===== src/rtl/code_entry_ctrl_pkg.sv =====
`default_nettype none
// ============================================================================
// code_entry_ctrl_pkg : key codes and controller state encoding shared with
//                       the keypad scanner.
// Revision : 1.0
// ============================================================================
package code_entry_ctrl_pkg;

  localparam logic [3:0] KEY_CLR = 4'hA;
  localparam logic [3:0] KEY_BS  = 4'hB;
  localparam logic [3:0] KEY_ENT = 4'hE;
  localparam logic [3:0] KEY_SET = 4'hF;

  localparam int NUM_DIGITS = 6;

  typedef enum logic [2:0] {
    ST_ENTRY     = 3'd0,
    ST_CHECK     = 3'd1,
    ST_OPEN      = 3'd2,
    ST_SET_ENTRY = 3'd3,
    ST_LOCKOUT   = 3'd4
  } state_e;

  function automatic logic is_digit(input logic [3:0] key);
    return key <= 4'd9;
  endfunction

endpackage
`default_nettype wire


===== src/rtl/code_entry_ctrl_lockout_timer.sv =====
`default_nettype none
// ============================================================================
// lockout_timer : loadable down-counter; o_done is high in the last counted
//                 cycle so the owner sees exactly i_load_val busy cycles.
// Revision : 1.0
// ============================================================================
module lockout_timer #(
  parameter int WIDTH = 10
) (
  input  logic             clk,
  input  logic             rst,
  input  logic             i_load,
  input  logic [WIDTH-1:0] i_load_val,
  output logic             o_done
);

  logic [WIDTH-1:0] r_cnt;

  always_ff @(posedge clk) begin
    if (rst) begin
      r_cnt <= '0;
    end else if (i_load) begin
      r_cnt <= i_load_val;
    end else if (r_cnt != '0) begin
      r_cnt <= r_cnt - 1'b1;
    end
  end

  assign o_done = (r_cnt == WIDTH'(1));

endmodule
`default_nettype wire


===== src/rtl/code_entry_ctrl.sv =====
`default_nettype none
// ============================================================================
// code_entry_ctrl : keypad-side controller of the six-digit lock; collects
//                   digits, strobes the comparator and drives lock status.
// Optional failure lockout enabled by defining CODE_LOCKOUT_EN.
// Revision : 1.0
// ============================================================================
module code_entry_ctrl
  import code_entry_ctrl_pkg::*;
#(
  parameter logic [23:0] DEFAULT_CODE = 24'h123456,
  parameter int          MAX_FAIL     = 3,
  parameter int          LOCK_CYCLES  = 1000
) (
  input  logic       clk,
  input  logic       rst,
  input  logic       key_valid,
  input  logic [3:0] key_code,
  input  logic       c,
  output logic       s,
  output logic [3:0] a1,
  output logic [3:0] a2,
  output logic [3:0] a3,
  output logic [3:0] a4,
  output logic [3:0] a5,
  output logic [3:0] a6,
  output logic [3:0] b1,
  output logic [3:0] b2,
  output logic [3:0] b3,
  output logic [3:0] b4,
  output logic [3:0] b5,
  output logic [3:0] b6,
  output logic [2:0] digit_cnt,
  output logic       unlocked,
  output logic       fail,
  output logic       set_mode,
  output logic       locked_out
);

  state_e     r_state;
  logic [3:0] r_a [NUM_DIGITS];
  logic [3:0] r_b [NUM_DIGITS];
  logic [2:0] r_cnt;
  logic       r_s;
  logic       r_unlocked;
  logic       r_fail;
  logic       r_set_mode;

  logic w_digit;
  logic w_bs;
  logic w_clr;
  logic w_ent;
  logic w_set;
  logic w_full;

  assign w_digit = key_valid && is_digit(key_code);
  assign w_bs    = key_valid && (key_code == KEY_BS);
  assign w_clr   = key_valid && (key_code == KEY_CLR);
  assign w_ent   = key_valid && (key_code == KEY_ENT);
  assign w_set   = key_valid && (key_code == KEY_SET);
  assign w_full  = (r_cnt == 3'(NUM_DIGITS));

`ifdef CODE_LOCKOUT_EN
  localparam int FAIL_W = $clog2(MAX_FAIL + 1);
  localparam int TMR_W  = $clog2(LOCK_CYCLES + 1);
  localparam logic [FAIL_W-1:0] c_fail_limit  = FAIL_W'(MAX_FAIL);
  localparam logic [TMR_W-1:0]  c_lock_cycles = TMR_W'(LOCK_CYCLES);

  logic [FAIL_W-1:0] r_fail_cnt;
  logic [FAIL_W-1:0] w_fail_next;
  logic              w_lock_trip;
  logic              w_timer_done;
  logic              r_locked_out;

  assign w_fail_next = r_fail_cnt + 1'b1;
  assign w_lock_trip = (r_state == ST_CHECK) && !c && (w_fail_next >= c_fail_limit);
  assign locked_out  = r_locked_out;

  lockout_timer #(
    .WIDTH (TMR_W)
  ) u_lockout_timer (
    .clk        (clk),
    .rst        (rst),
    .i_load     (w_lock_trip),
    .i_load_val (c_lock_cycles),
    .o_done     (w_timer_done)
  );
`else
  logic w_unused_cfg;
  assign w_unused_cfg = ^{MAX_FAIL[0], LOCK_CYCLES[0]};
  assign locked_out   = 1'b0;
`endif

  always_ff @(posedge clk) begin
    if (rst) begin
      r_state    <= ST_ENTRY;
      r_cnt      <= '0;
      r_s        <= 1'b0;
      r_unlocked <= 1'b0;
      r_fail     <= 1'b0;
      r_set_mode <= 1'b0;
      for (int i = 0; i < NUM_DIGITS; i++) begin
        r_a[i] <= '0;
        r_b[i] <= DEFAULT_CODE[23-4*i -: 4];
      end
`ifdef CODE_LOCKOUT_EN
      r_fail_cnt   <= '0;
      r_locked_out <= 1'b0;
`endif
    end else begin
      r_s    <= 1'b0;
      r_fail <= 1'b0;
      case (r_state)
        // Editing keys behave identically while entering or setting a code.
        ST_ENTRY, ST_SET_ENTRY: begin
          if (w_digit) begin
            if (!w_full) begin
              r_a[r_cnt] <= key_code;
              r_cnt      <= r_cnt + 3'd1;
            end
          end else if (w_bs) begin
            if (r_cnt != 3'd0) begin
              r_a[r_cnt - 3'd1] <= '0;
              r_cnt             <= r_cnt - 3'd1;
            end
          end else if (w_clr) begin
            for (int i = 0; i < NUM_DIGITS; i++) r_a[i] <= '0;
            r_cnt <= '0;
            if (r_state == ST_SET_ENTRY && r_cnt == 3'd0) begin
              r_state    <= ST_OPEN;
              r_set_mode <= 1'b0;
            end
          end else if (w_ent) begin
            if (w_full && r_state == ST_ENTRY) begin
              r_state <= ST_CHECK;
              r_s     <= 1'b1;
            end else if (w_full) begin
              for (int i = 0; i < NUM_DIGITS; i++) begin
                r_b[i] <= r_a[i];
                r_a[i] <= '0;
              end
              r_cnt      <= '0;
              r_set_mode <= 1'b0;
              r_unlocked <= 1'b0;
              r_state    <= ST_ENTRY;
            end else begin
              r_fail <= 1'b1;
              if (r_state == ST_ENTRY) begin
                for (int i = 0; i < NUM_DIGITS; i++) r_a[i] <= '0;
                r_cnt <= '0;
              end
            end
          end
        end

        ST_CHECK: begin
          for (int i = 0; i < NUM_DIGITS; i++) r_a[i] <= '0;
          r_cnt <= '0;
          if (c) begin
            r_state    <= ST_OPEN;
            r_unlocked <= 1'b1;
`ifdef CODE_LOCKOUT_EN
            r_fail_cnt <= '0;
`endif
          end else begin
            r_fail  <= 1'b1;
            r_state <= ST_ENTRY;
`ifdef CODE_LOCKOUT_EN
            r_fail_cnt <= w_fail_next;
            if (w_lock_trip) begin
              r_state      <= ST_LOCKOUT;
              r_locked_out <= 1'b1;
            end
`endif
          end
        end

        ST_OPEN: begin
          if (w_clr) begin
            r_unlocked <= 1'b0;
            r_state    <= ST_ENTRY;
          end else if (w_set) begin
            r_set_mode <= 1'b1;
            r_state    <= ST_SET_ENTRY;
          end
        end

        ST_LOCKOUT: begin
`ifdef CODE_LOCKOUT_EN
          if (w_timer_done) begin
            r_locked_out <= 1'b0;
            r_fail_cnt   <= '0;
            r_state      <= ST_ENTRY;
          end
`else
          r_state <= ST_ENTRY;
`endif
        end

        default: r_state <= ST_ENTRY;
      endcase
    end
  end

  assign s         = r_s;
  assign unlocked  = r_unlocked;
  assign fail      = r_fail;
  assign set_mode  = r_set_mode;
  assign digit_cnt = r_cnt;
  assign a1 = r_a[0];
  assign a2 = r_a[1];
  assign a3 = r_a[2];
  assign a4 = r_a[3];
  assign a5 = r_a[4];
  assign a6 = r_a[5];
  assign b1 = r_b[0];
  assign b2 = r_b[1];
  assign b3 = r_b[2];
  assign b4 = r_b[3];
  assign b5 = r_b[4];
  assign b6 = r_b[5];

endmodule
`default_nettype wire


===== config.mk =====
export PLATFORM = sky130hd
export DESIGN_NAME = code_entry_ctrl
export DESIGN_NICKNAME = d
export VERILOG_FILES = /design/src/rtl/code_entry_ctrl_pkg.sv /design/src/rtl/code_entry_ctrl_lockout_timer.sv /design/src/rtl/code_entry_ctrl.sv
export SDC_FILE = /design/constraint.sdc
export NUM_CORES = 1
export LEC_CHECK = 0
export CAP_MARGIN = 20
export CORE_MARGIN = 4
export CORE_UTILIZATION = 47
export CTS_BUF_LIST = sky130_fd_sc_hd__clkbuf_4
export DETAILED_ROUTE_END_ITERATION = 7
export HOLD_SLACK_MARGIN = 0.03
export PLACE_DENSITY = 0.79
export SLEW_MARGIN = 15
export SYNTH_ARGS = -nofsm -noshare
export SYNTH_HDL_FRONTEND = slang
export SYNTH_HIERARCHICAL = 1
export SYNTH_SLANG_ARGS = --single-unit

===== constraint.sdc =====
create_clock -name clk -period 2.8 [get_ports clk]
set_input_delay 0.7 -clock clk [delete_from_list [all_inputs] [get_ports clk]]
set_output_delay 0.7 -clock clk [all_outputs]
set_load 0.05 [all_outputs]

==> impl_metrics.py, run 1 <==
metrics = {
    "clock_network": {
        "cts_root_buf": "clkbuf_4",
        "post_cts_resized": 0,
        "clkTransAtPathRegs_ns": 0.09,
        "ctsLongestPathBuffers": 2,
        "clock-sinks": 57,
        "ctsHoldBuffers": 0,
        "postCtsSetupRepairBufs": 0,
        "htree_levels": 3,
        "clk-insertion-delay-late_ns": 0.38,
        "cts-buffers-inserted": 9,
        "cts_tree": "yes",
    },
    "die": {
        "io_pins": 64,
        "die_w_um": 84.7,
        "core_um2": 5610,
        "die_h_um": 84.7,
        "dieArea_um2": 7180,
        "row_count": 27,
        "initial_core_util_pct": 49.3,
    },
    "sta": {
        "maxSlewViolCount": 0,
        "period_needed_ns": 2.46,
        "tightest_slew_ns": 0.612,
        "rsz0062_at_grt": "false",
        "max_freq_mhz": 407,
        "setup_viol": 0,
        "hold_viol_final": 0,
        "post-route-period-util_pct": 87.8,
        "slew_headroom_pct": 59.2,
        "finClkSkew_ns": 0.00971,
    },
    "setup_path": {
        "r2r-start": "r_state[0]$_SDFFE_PP0P_",
        "cp-end-kind": "flip-flop",
        "arrival_ns": 2.50,
        "worstReg2RegEnd": "r_a[3][0]$_SDFFCE_PN0P_",
        "required_ns": 2.84,
        "cp-start-kind": "input port",
        "path_class": "input port to flip-flop",
        "rrSetupSlack_ns": 0.35,
        "cpMaxStageDelayCell": "clkdlybuf4s50_1",
        "path_common_cell": "and4_4",
        "reg2reg_depth": 7,
        "cp_max_fo": 9,
        "crit_chain": "clkdlybuf4s50_1 -> and4_4 -> and4_4 -> nor4b_2 -> a211oi_4 -> o21ai_1",
        "critical_path.max_stage_delay_ns": 0.53,
    },
    "placement": {
        "gp_congestion": 0.891,
        "place_hpwl_mm": 4.24,
        "portBuffers": 62,
        "placed_cells": 377,
    },
    "finish": {
        "fin_util_pct": 66.9,
        "stdcell_count": 392,
        "final_nets": 333,
        "diodes": 0,
        "final.fill_count": 463,
        "ff_latch_area_um2": 1620,
        "multi_input_area_um2": 1070,
        "drive_above_1_share_pct": 14.1,
        "syn2layout_area_growth_pct": 35.6,
    },
    "min_path": {
        "min_path_type": "flip-flop to flip-flop",
        "whs_path_depth": 2,
        "min_delay_worst_endpoint": "set_mode$_SDFFE_PP0P_",
        "worstHoldStart": "set_mode$_SDFFE_PP0P_",
    },
    "yosys": {
        "synthFlopType": "edfxtp_1",
        "synth_fp_nets": 251,
        "synth_area_leaders": "edfxtp_1 (52%), dfxtp_1 (6.5%), nor2_1 (4.2%)",
        "synth_area_per_cell_um2": 11.8,
        "ys_async_sr_fraction_pct": 0,
        "synth_edf_count": 48,
        "synth-seq-cells": 57,
        "synth_top_area_share_pct": 52.1,
        "synth_seq_area_share_pct": 58.6,
        "yosysWarnings": 6,
        "synth_top_cell_by_area": "edfxtp_1",
        "syn_inst": 234,
        "syn_area_um2": 2770,
        "yosysUniqueCellTypes": 51,
    },
    "global_routing": {
        "grt_pass1_vias": 1937,
        "track_usage_pct": 17.0,
        "grt_overflow": 0,
        "grt_max_degree": 25,
        "grt_pass1_wl_mm": 9.47,
        "antenna_found_initial": 0,
    },
    "drt": {
        "postRouteAntennaNets": 0,
        "wl_per_cell_um": 14.5,
        "drt_first_pass_iters": 4,
        "routed_wirelength_mm": 5.70,
        "vias_per_cell": 5.15,
        "vias": 2019,
        "first_iter_violations": 91,
        "drc": 0,
    },
    "power_and_ir_drop": {
        "p_per_area_nw_per_um2": 547,
        "peakVddDrop_v": 0.000339,
        "p_leak_uw": 0.00136,
    },
    "run": {
        "max_cap_violations": 0,
    },
    "outcome": {
        "status": "complete, no violations",
    },
}
==> critical path, delay by kind of cell <==
kind	cells	cell delay (ns)
buf+inv	1	0.53
compound gates	2	0.44
simple gates	3	0.83
==> per-stage QoR <==
| step | setup TNS, ns | setup WS [ns] | total power (uW) | area, um2 | hold slack (ns) |
|---|---|---|---|---|---|
| final | 0 | 0.343 | 2050 | 3750 | 0.468 |
| after detailed placement | -0.809 | -0.0657 | 1430 | 3600 | 0.458 |
| after global placement | -0.0395 | -0.00663 | 1430 | 3600 | 0.476 |
| after CTS | 0 | 0.0603 | 2070 | 3740 | 0.475 |
| after global routing | 0 | 0.199 | 2150 | 3750 | 0.499 |
| after floorplan | 0 | 0.145 | 1290 | 2770 | 0.522 |
==> registers in the layout, indices dropped and copies added (netlist names) <==
signal / flops
r_b: 24
s: 1
set_mode: 1
digit_cnt: 3
r_state: 2
fail: 1
unlocked: 1
r_a: 24
==> cell families after synthesis <==
family                     after synthesis  synth area share (%)
AOI/OAI and AO/OA                       37                  11.4
xor gates and xnor gates                 2                 0.633
adders and majority gates                9                  4.07
buffers and inverters                   19                  3.35
DFF                                     57                  58.6
other                                    1                 0.136
and+or+nand+nor                        109                  21.8
==> where the power goes <==
part	total [uW]	switching [uW]	internal, uW
clock network	635	275	359
logic	440	286	154
registers	978	23.5	955
==> layout by cell type (no fill, tap or decap), types with 2 or more instances in the layout <==
| master | netlist | final |
|---|---|---|
| ha_1 | 9 | 9 |
| nor2_1 | 31 | 31 |
| xor2_1 | 2 | 2 |
| and4_4 | 2 | 2 |
| o21ai_0 | 5 | 5 |
| and3_1 | 3 | 3 |
| nor4b_2 | 2 | 2 |
| edfxtp_1 | 48 | 48 |
| a211oi_4 | 2 | 2 |
| a211o_1 | 2 | 2 |
| buf_4 | 1 | 18 |
| nand4b_1 | 2 | 2 |
| inv_1 | 8 | 8 |
| a21oi_1 | 4 | 4 |
| nand3_1 | 7 | 7 |
| and2_1 | 16 | 16 |
| nor3_2 | 0 | 2 |
| clkdlybuf4s50_1 | 0 | 61 |
| a311oi_1 | 2 | 2 |
| clkbuf_4 | 0 | 10 |
| nor2b_1 | 3 | 3 |
| nand2b_1 | 10 | 10 |
| or2b_1 | 3 | 3 |
| buf_12 | 0 | 2 |
| clkinv_1 | 0 | 3 |
| dfxtp_1 | 9 | 9 |
| nand4_1 | 3 | 3 |
| o31ai_1 | 4 | 4 |
| bufinv_16 | 0 | 2 |
| nor3_1 | 7 | 5 |
| o21ai_1 | 3 | 3 |
| nand2_1 | 14 | 14 |
==> synthesized netlist by cell type, types with 2 or more instances <==
library cell and number:
nor3_1 7, nand2_1 14, dfxtp_1 9, nand3_1 7, and4_4 2, xor2_1 2, a21oi_1 4, o21ai_1 3
nor2_1 31, edfxtp_1 48, and2_1 16, ha_1 9, o31ai_1 4, buf_2 2, nor4b_2 2, clkbuf_1 6
a211oi_4 2, inv_1 8, and3_1 3, nand2b_1 10, nor2b_1 3, buf_6 2, or2b_1 3, a211o_1 2
nand4b_1 2, o21ai_0 5, a311oi_1 2, nand4_1 3
==> final cells by class <==
class / count / share of cell area [%]
Timing Repair Buffer: 82 / 21.3
Clock buffer: 10 / 2.00
Inverter: 8 / 0.800
Sequential cell: 57 / 43.2
Clock inverter: 5 / 1.90
Multi-Input combinational cell: 158 / 28.4
Tap cell: 72 / 2.40
==> routing by layer <==
metal | GRT usage, % | vias to the layer above | routed length, um
met5 | 0 | - | 0
met4 | 7.48 | 0 | 81
met3 | 4.81 | 8 | 346
met2 | 27.8 | 75 | 2860
met1 | 20.8 | 927 | 2420
li1 | - | 1009 | -
==> worst max path at each step <==
stage                              start                 endpoint  slack [ns]  cells after the start
2_1_floorplan  digit_cnt[0]$_SDFFE_PP0P_  r_a[0][0]$_SDFFCE_PN0P_        0.15                      7
3_3_place_gp                   key_valid  r_a[3][0]$_SDFFCE_PN0P_      -0.007                      6
3_5_place_dp                   key_valid  r_a[3][0]$_SDFFCE_PN0P_       -0.07                      6
4_1_cts        digit_cnt[2]$_SDFFE_PP0P_             digit_cnt[2]        0.06                      1
5_1_grt        digit_cnt[0]$_SDFFE_PP0P_  r_a[5][2]$_SDFFCE_PN0P_        0.20                      7
6_report                       key_valid  r_a[3][0]$_SDFFCE_PN0P_        0.34                      6
No activity file was read; power rests on OpenSTA's default activity.
==> run 2: changes to the inputs <==
GPL_TIMING_DRIVEN = 0   (was default)
MAX_ROUTING_LAYER = met4   (was default)
SLEW_MARGIN = default   (was 15)
==> impl_metrics.py, run 2 (synthesized netlist as in run 1, its figures left out) <==
metrics = {
    "drt": {
        "wl_met3_um": 337,
        "postRouteAntennaNets": 0,
        "wl_met1_mm": 2.49,
        "top_layer": "met4",
        "first_iter_violations": 107,
        "drt_first_pass_iters": 5,
        "wl_met2_mm": 2.97,
        "drc": 0,
        "wl_per_cell_um": 15.3,
        "vias": 2016,
        "routed_wirelength_mm": 5.85,
        "vias_per_cell": 5.26,
    },
    "clock_network": {
        "cts_root_buf": "clkbuf_4",
        "clock-sinks": 57,
        "htree_levels": 3,
        "ctsHoldBuffers": 0,
        "clk-insertion-delay-late_ns": 0.38,
        "post_cts_resized": 0,
        "cts_tree": "yes",
        "ctsLongestPathBuffers": 2,
        "cts-buffers-inserted": 9,
        "clkTransAtPathRegs_ns": 0.10,
        "postCtsSetupRepairBufs": 0,
    },
    "placement": {
        "placed_cells": 367,
        "dpl_cell_area_um2": 3470,
        "gp_congestion": 0.838,
        "place_hpwl_mm": 4.39,
        "portBuffers": 61,
    },
    "global_routing": {
        "antenna_found_initial": 0,
        "grt_pass1_vias": 1996,
        "track_usage_pct": 17.6,
        "grt_overflow": 0,
        "grt_max_degree": 25,
        "grt_pass1_wl_mm": 9.63,
    },
    "setup_path": {
        "arrival_ns": 2.76,
        "required_ns": 2.85,
        "crit_chain": "clkdlybuf4s50_1 -> and4_4 -> and4_4 -> buf_6 -> nor4b_2 -> a211oi_4 -> o21ai_1",
        "rrSetupSlack_ns": 0.21,
        "path_class": "input port to flip-flop",
        "cpMaxStageDelayCell": "clkdlybuf4s50_1",
        "cp_max_fo": 10,
        "timing.critical_path.buf_inv": 2,
        "cp-end-kind": "flip-flop",
        "critPathLaunch": "key_code[3]",
        "critical_path.max_stage_delay_ns": 0.64,
        "r2r-start": "digit_cnt[0]$_SDFFE_PP0P_",
        "crit_family": "simple AND/OR/NAND/NOR gates",
        "cp-start-kind": "input port",
        "path_common_cell": "and4_4",
    },
    "finish": {
        "stdcell_count": 383,
        "syn2layout_area_growth_pct": 31.8,
        "fin_util_pct": 65.0,
        "final_nets": 324,
        "drive_above_1_share_pct": 10.3,
        "stdcell_area_um2": 3650,
        "layout_common_cells": "clkdlybuf4s50_1 (61), edfxtp_1 (48), nor2_1 (31), and2_1 (16), nand2_1 (14)",
        "diodes": 0,
        "final_common_cell": "clkdlybuf4s50_1",
    },
    "power_and_ir_drop": {
        "p_sw_uw": 592,
        "swShare_pct": 29.0,
        "pwr-share-clk_pct": 31.4,
        "peakVddDrop_v": 0.000320,
        "p_per_area_nw_per_um2": 560,
        "p_leak_uw": 0.00128,
        "p_comb_share_pct": 20.7,
        "intPower_uw": 1450,
        "power.share.sequential_pct": 47.9,
    },
    "sta": {
        "hold_viol_final": 0,
        "slew_headroom_pct": 64.9,
        "period_needed_ns": 2.72,
        "fin_setup_tns_ns": 0,
        "maxSlewViolCount": 0,
        "max_freq_mhz": 368,
        "setup_viol": 0,
        "tightest_slew_ns": 0.525,
        "rsz0062_at_grt": "false",
        "holdWs_ns": 0.467,
        "post-route-period-util_pct": 97.0,
        "finClkSkew_ns": 0.0152,
    },
    "run": {
        "max_cap_violations": 0,
    },
    "min_path": {
        "min_path_type": "flip-flop to flip-flop",
        "worstHoldStart": "set_mode$_SDFFE_PP0P_",
    },
    "die": {
        "die_h_um": 84.7,
        "io_pins": 64,
        "row_count": 27,
        "initial_core_util_pct": 49.3,
        "core_um2": 5610,
        "die_w_um": 84.7,
        "dieArea_um2": 7180,
    },
    "outcome": {
        "status": "complete, no violations",
    },
}
[run 2: cell count changes in the layout (fill, tap and decap cells not counted), sizes merged]
cell,delta
dlymetal6s2s,-1
clkbuf,+6
buf,-14
[run 2: area by class of cell]
cell class	count	area [um2]
inverters	8	30.0
well taps	72	90.1
clock buffers	10	75.1
multi-input cells	158	1070
fillers	476	1960
plain buffers	11	62.6
clock inverters	5	71.3
repair buffers	62	626
flip-flops and latches	57	1620
[run 2: final timing paths]
path | depth (start not counted) | to
worst max-delay path | 7 | r_a[1][2]$_SDFFCE_PN0P_
worst min-delay path | 2 | set_mode$_SDFFE_PP0P_
worst max register to register | 7 | r_a[1][2]$_SDFFCE_PN0P_
worst min register to register | 2 | set_mode$_SDFFE_PP0P_
[run 2: tightest hold or removal path, stage by stage, from the launching register on]
cell	delay [ns]
dfxtp_1	0.32
o41ai_1	0.05
a21oi_1	0.05
[run 2: per-stage QoR]
step           power [uW]  worst slack [ns]
2_1_floorplan        1290             0.145
3_3_place_gp         1410            -0.276
3_5_place_dp         1410            -0.302
4_1_cts              2050             0.119
5_1_grt              2150           0.00820
6_report             2040            0.0850
[run 2: power by group through the flow]
| stage | registers, uW | logic [uW] | clock network (uW) |
|---|---|---|---|
| finish | 979 | 422 | 642 |
| global route | 984 | 453 | 709 |
| CTS | 980 | 418 | 651 |
| detailed placement | 999 | 415 | 0 |
| global placement | 997 | 410 | 0 |
| floorplan | 1110 | 184 | 0 |
[run 2: per-layer routing]
metal	track usage, %	vias to the layer above
li1	-	999
met1	20.9	939
met2	29.0	72
met3	3.63	6
met4	7.34	0
met5	-	-
==> run 3: changes to the inputs <==
CORE_UTILIZATION = 45   (was 47)
CTS_BUF_LIST = default   (was sky130_fd_sc_hd__clkbuf_4)
PLACE_DENSITY = 0.76   (was 0.79)
==> impl_metrics.py, run 3 (synthesized netlist as in run 1, its figures left out) <==
metrics = {
    "die": {
        "initial_core_util_pct": 46.4,
        "die_h_um": 86.4,
        "dieArea_um2": 7470,
        "io_pins": 64,
        "die_w_um": 86.4,
        "row_count": 28,
        "core_um2": 5960,
    },
    "global_routing": {
        "antenna_found_initial": 0,
        "grt_pass1_vias": 1947,
        "grt_max_degree": 25,
        "track_usage_pct": 17.6,
        "grt_pass1_wl_mm": 9.74,
        "grt_overflow": 0,
    },
    "outcome": {
        "status": "complete, no violations",
    },
    "finish": {
        "final_nets": 324,
        "ff_latch_area_um2": 1620,
        "syn2layout_area_growth_pct": 36.3,
        "final_common_cell": "clkdlybuf4s50_1",
        "drive_above_1_share_pct": 11.9,
        "stdcell_area_um2": 3770,
        "diodes": 0,
        "layout_common_cells": "clkdlybuf4s50_1 (60), edfxtp_1 (48), nor2_1 (31), and2_1 (16), nand2_1 (14)",
        "final.fill_count": 488,
        "multi_input_area_um2": 1080,
        "stdcell_count": 387,
    },
    "clock_network": {
        "clkTransAtPathRegs_ns": 0.06,
        "cts_tree": "yes",
        "postCtsSetupRepairBufs": 0,
        "ctsHoldBuffers": 0,
        "cts-buffers-inserted": 9,
        "htree_levels": 3,
        "cts_root_buf": "clkbuf_8",
        "clock-sinks": 57,
        "clk-insertion-delay-late_ns": 0.33,
        "ctsLongestPathBuffers": 2,
    },
    "setup_path": {
        "cp-start-kind": "input port",
        "critical_path.max_stage_delay_ns": 0.64,
        "path_common_cell": "and4_4",
        "cp_max_fo": 10,
        "cp-end-kind": "flip-flop",
        "crit_chain": "clkdlybuf4s50_1 -> and4_4 -> and4_4 -> buf_6 -> nor4b_2 -> a211oi_4 -> o21ai_2",
        "required_ns": 2.81,
        "arrival_ns": 2.74,
        "cpMaxStageDelayCell": "clkdlybuf4s50_1",
        "path_class": "input port to flip-flop",
    },
    "drt": {
        "drt_first_pass_iters": 4,
        "postRouteAntennaNets": 0,
        "first_iter_violations": 187,
        "vias": 1978,
        "drc": 0,
        "routed_wirelength_mm": 5.84,
        "wl_per_cell_um": 15.1,
        "vias_per_cell": 5.11,
    },
    "power_and_ir_drop": {
        "peakVddDrop_v": 0.000369,
        "p_per_area_nw_per_um2": 638,
        "p_leak_uw": 0.00134,
        "total_power_uw": 2410,
    },
    "placement": {
        "portBuffers": 61,
        "placed_cells": 370,
        "dpl_cell_area_um2": 3470,
        "gp_congestion": 0.847,
        "place_hpwl_mm": 4.37,
    },
    "sta": {
        "hold_viol_final": 0,
        "max_freq_mhz": 366,
        "rsz0062_at_grt": "false",
        "holdWs_ns": 0.465,
        "post-route-period-util_pct": 97.7,
        "setup_viol": 0,
        "maxSlewViolCount": 0,
        "tightest_slew_ns": 0.523,
        "period_needed_ns": 2.73,
        "slew_headroom_pct": 65.0,
        "finClkSkew_ns": 0.00930,
    },
    "run": {
        "max_cap_violations": 0,
    },
    "min_path": {
        "min_path_type": "flip-flop to flip-flop",
    },
}
[run 3: changes by cell type in the layout (fill, tap and decap cells not counted), moves of 2 or more]
cell | before | now
clkbuf_8 | 0 | 9
clkinv_1 | 3 | 0
o21ai_2 | 2 | 4
bufinv_16 | 2 | 4
clkinv_2 | 0 | 2
clkbuf_4 | 10 | 0
[run 3: repair_timing]
item                                    CTS  global route
endpoints found under the setup margin   39            44
pin swaps                                 0             1
gates resized for setup                   3             6
[run 3: area by class of cell]
| type | count | area share, % |
|---|---|---|
| clock buffer | 10 | 3.38 |
| sequential | 57 | 43.0 |
| inverter | 8 | 0.796 |
| multi-input combinational | 158 | 28.6 |
| clock inverter | 6 | 3.45 |
| timing repair buffer | 62 | 16.7 |
| buffer | 11 | 1.66 |
| tap | 75 | 2.49 |
[run 3: per-layer routing]
metal  wire (um)  GRT usage, %  up-vias
li1            -             -      996
met1        2550          22.2      895
met2        2780          27.0       75
met3         428          5.23       12
met4          76          6.09        0
met5           0             -        -
[run 3: where the power goes]
group	switching, uW	internal [uW]
registers	22.7	956
logic	288	137
clock network	324	678
[run 3: worst paths after layout]
path / from / end / slack (ns) / depth (start not counted)
max: key_code[1] / r_a[2][0]$_SDFFCE_PN0P_ / 0.07 / 7
min: set_mode$_SDFFE_PP0P_ / set_mode$_SDFFE_PP0P_ / 0.47 / 2
max reg2reg: r_state[0]$_SDFFE_PP0P_ / r_a[2][0]$_SDFFCE_PN0P_ / 0.34 / 8
min reg2reg: set_mode$_SDFFE_PP0P_ / set_mode$_SDFFE_PP0P_ / 0.47 / 2
[run 3: worst max-delay path: cells and delay by family]
family	cells	cell delay, ns
AO/OA/AOI/OAI	2	0.43
buffers and inverters	2	0.77
AND/OR/NAND/NOR	3	0.84
[run 3: metrics by stage]
step,worst slack (ns),TNS (ns),util [%]
after detailed placement,-0.412,-26.09,58.3
final,0.0652,0,63.3
after global routing,0.0230,0,63.3
after floorplan,0.145,0,-
after global placement,-0.369,-23.32,58.3
after CTS,-0.0154,-0.257,62.9
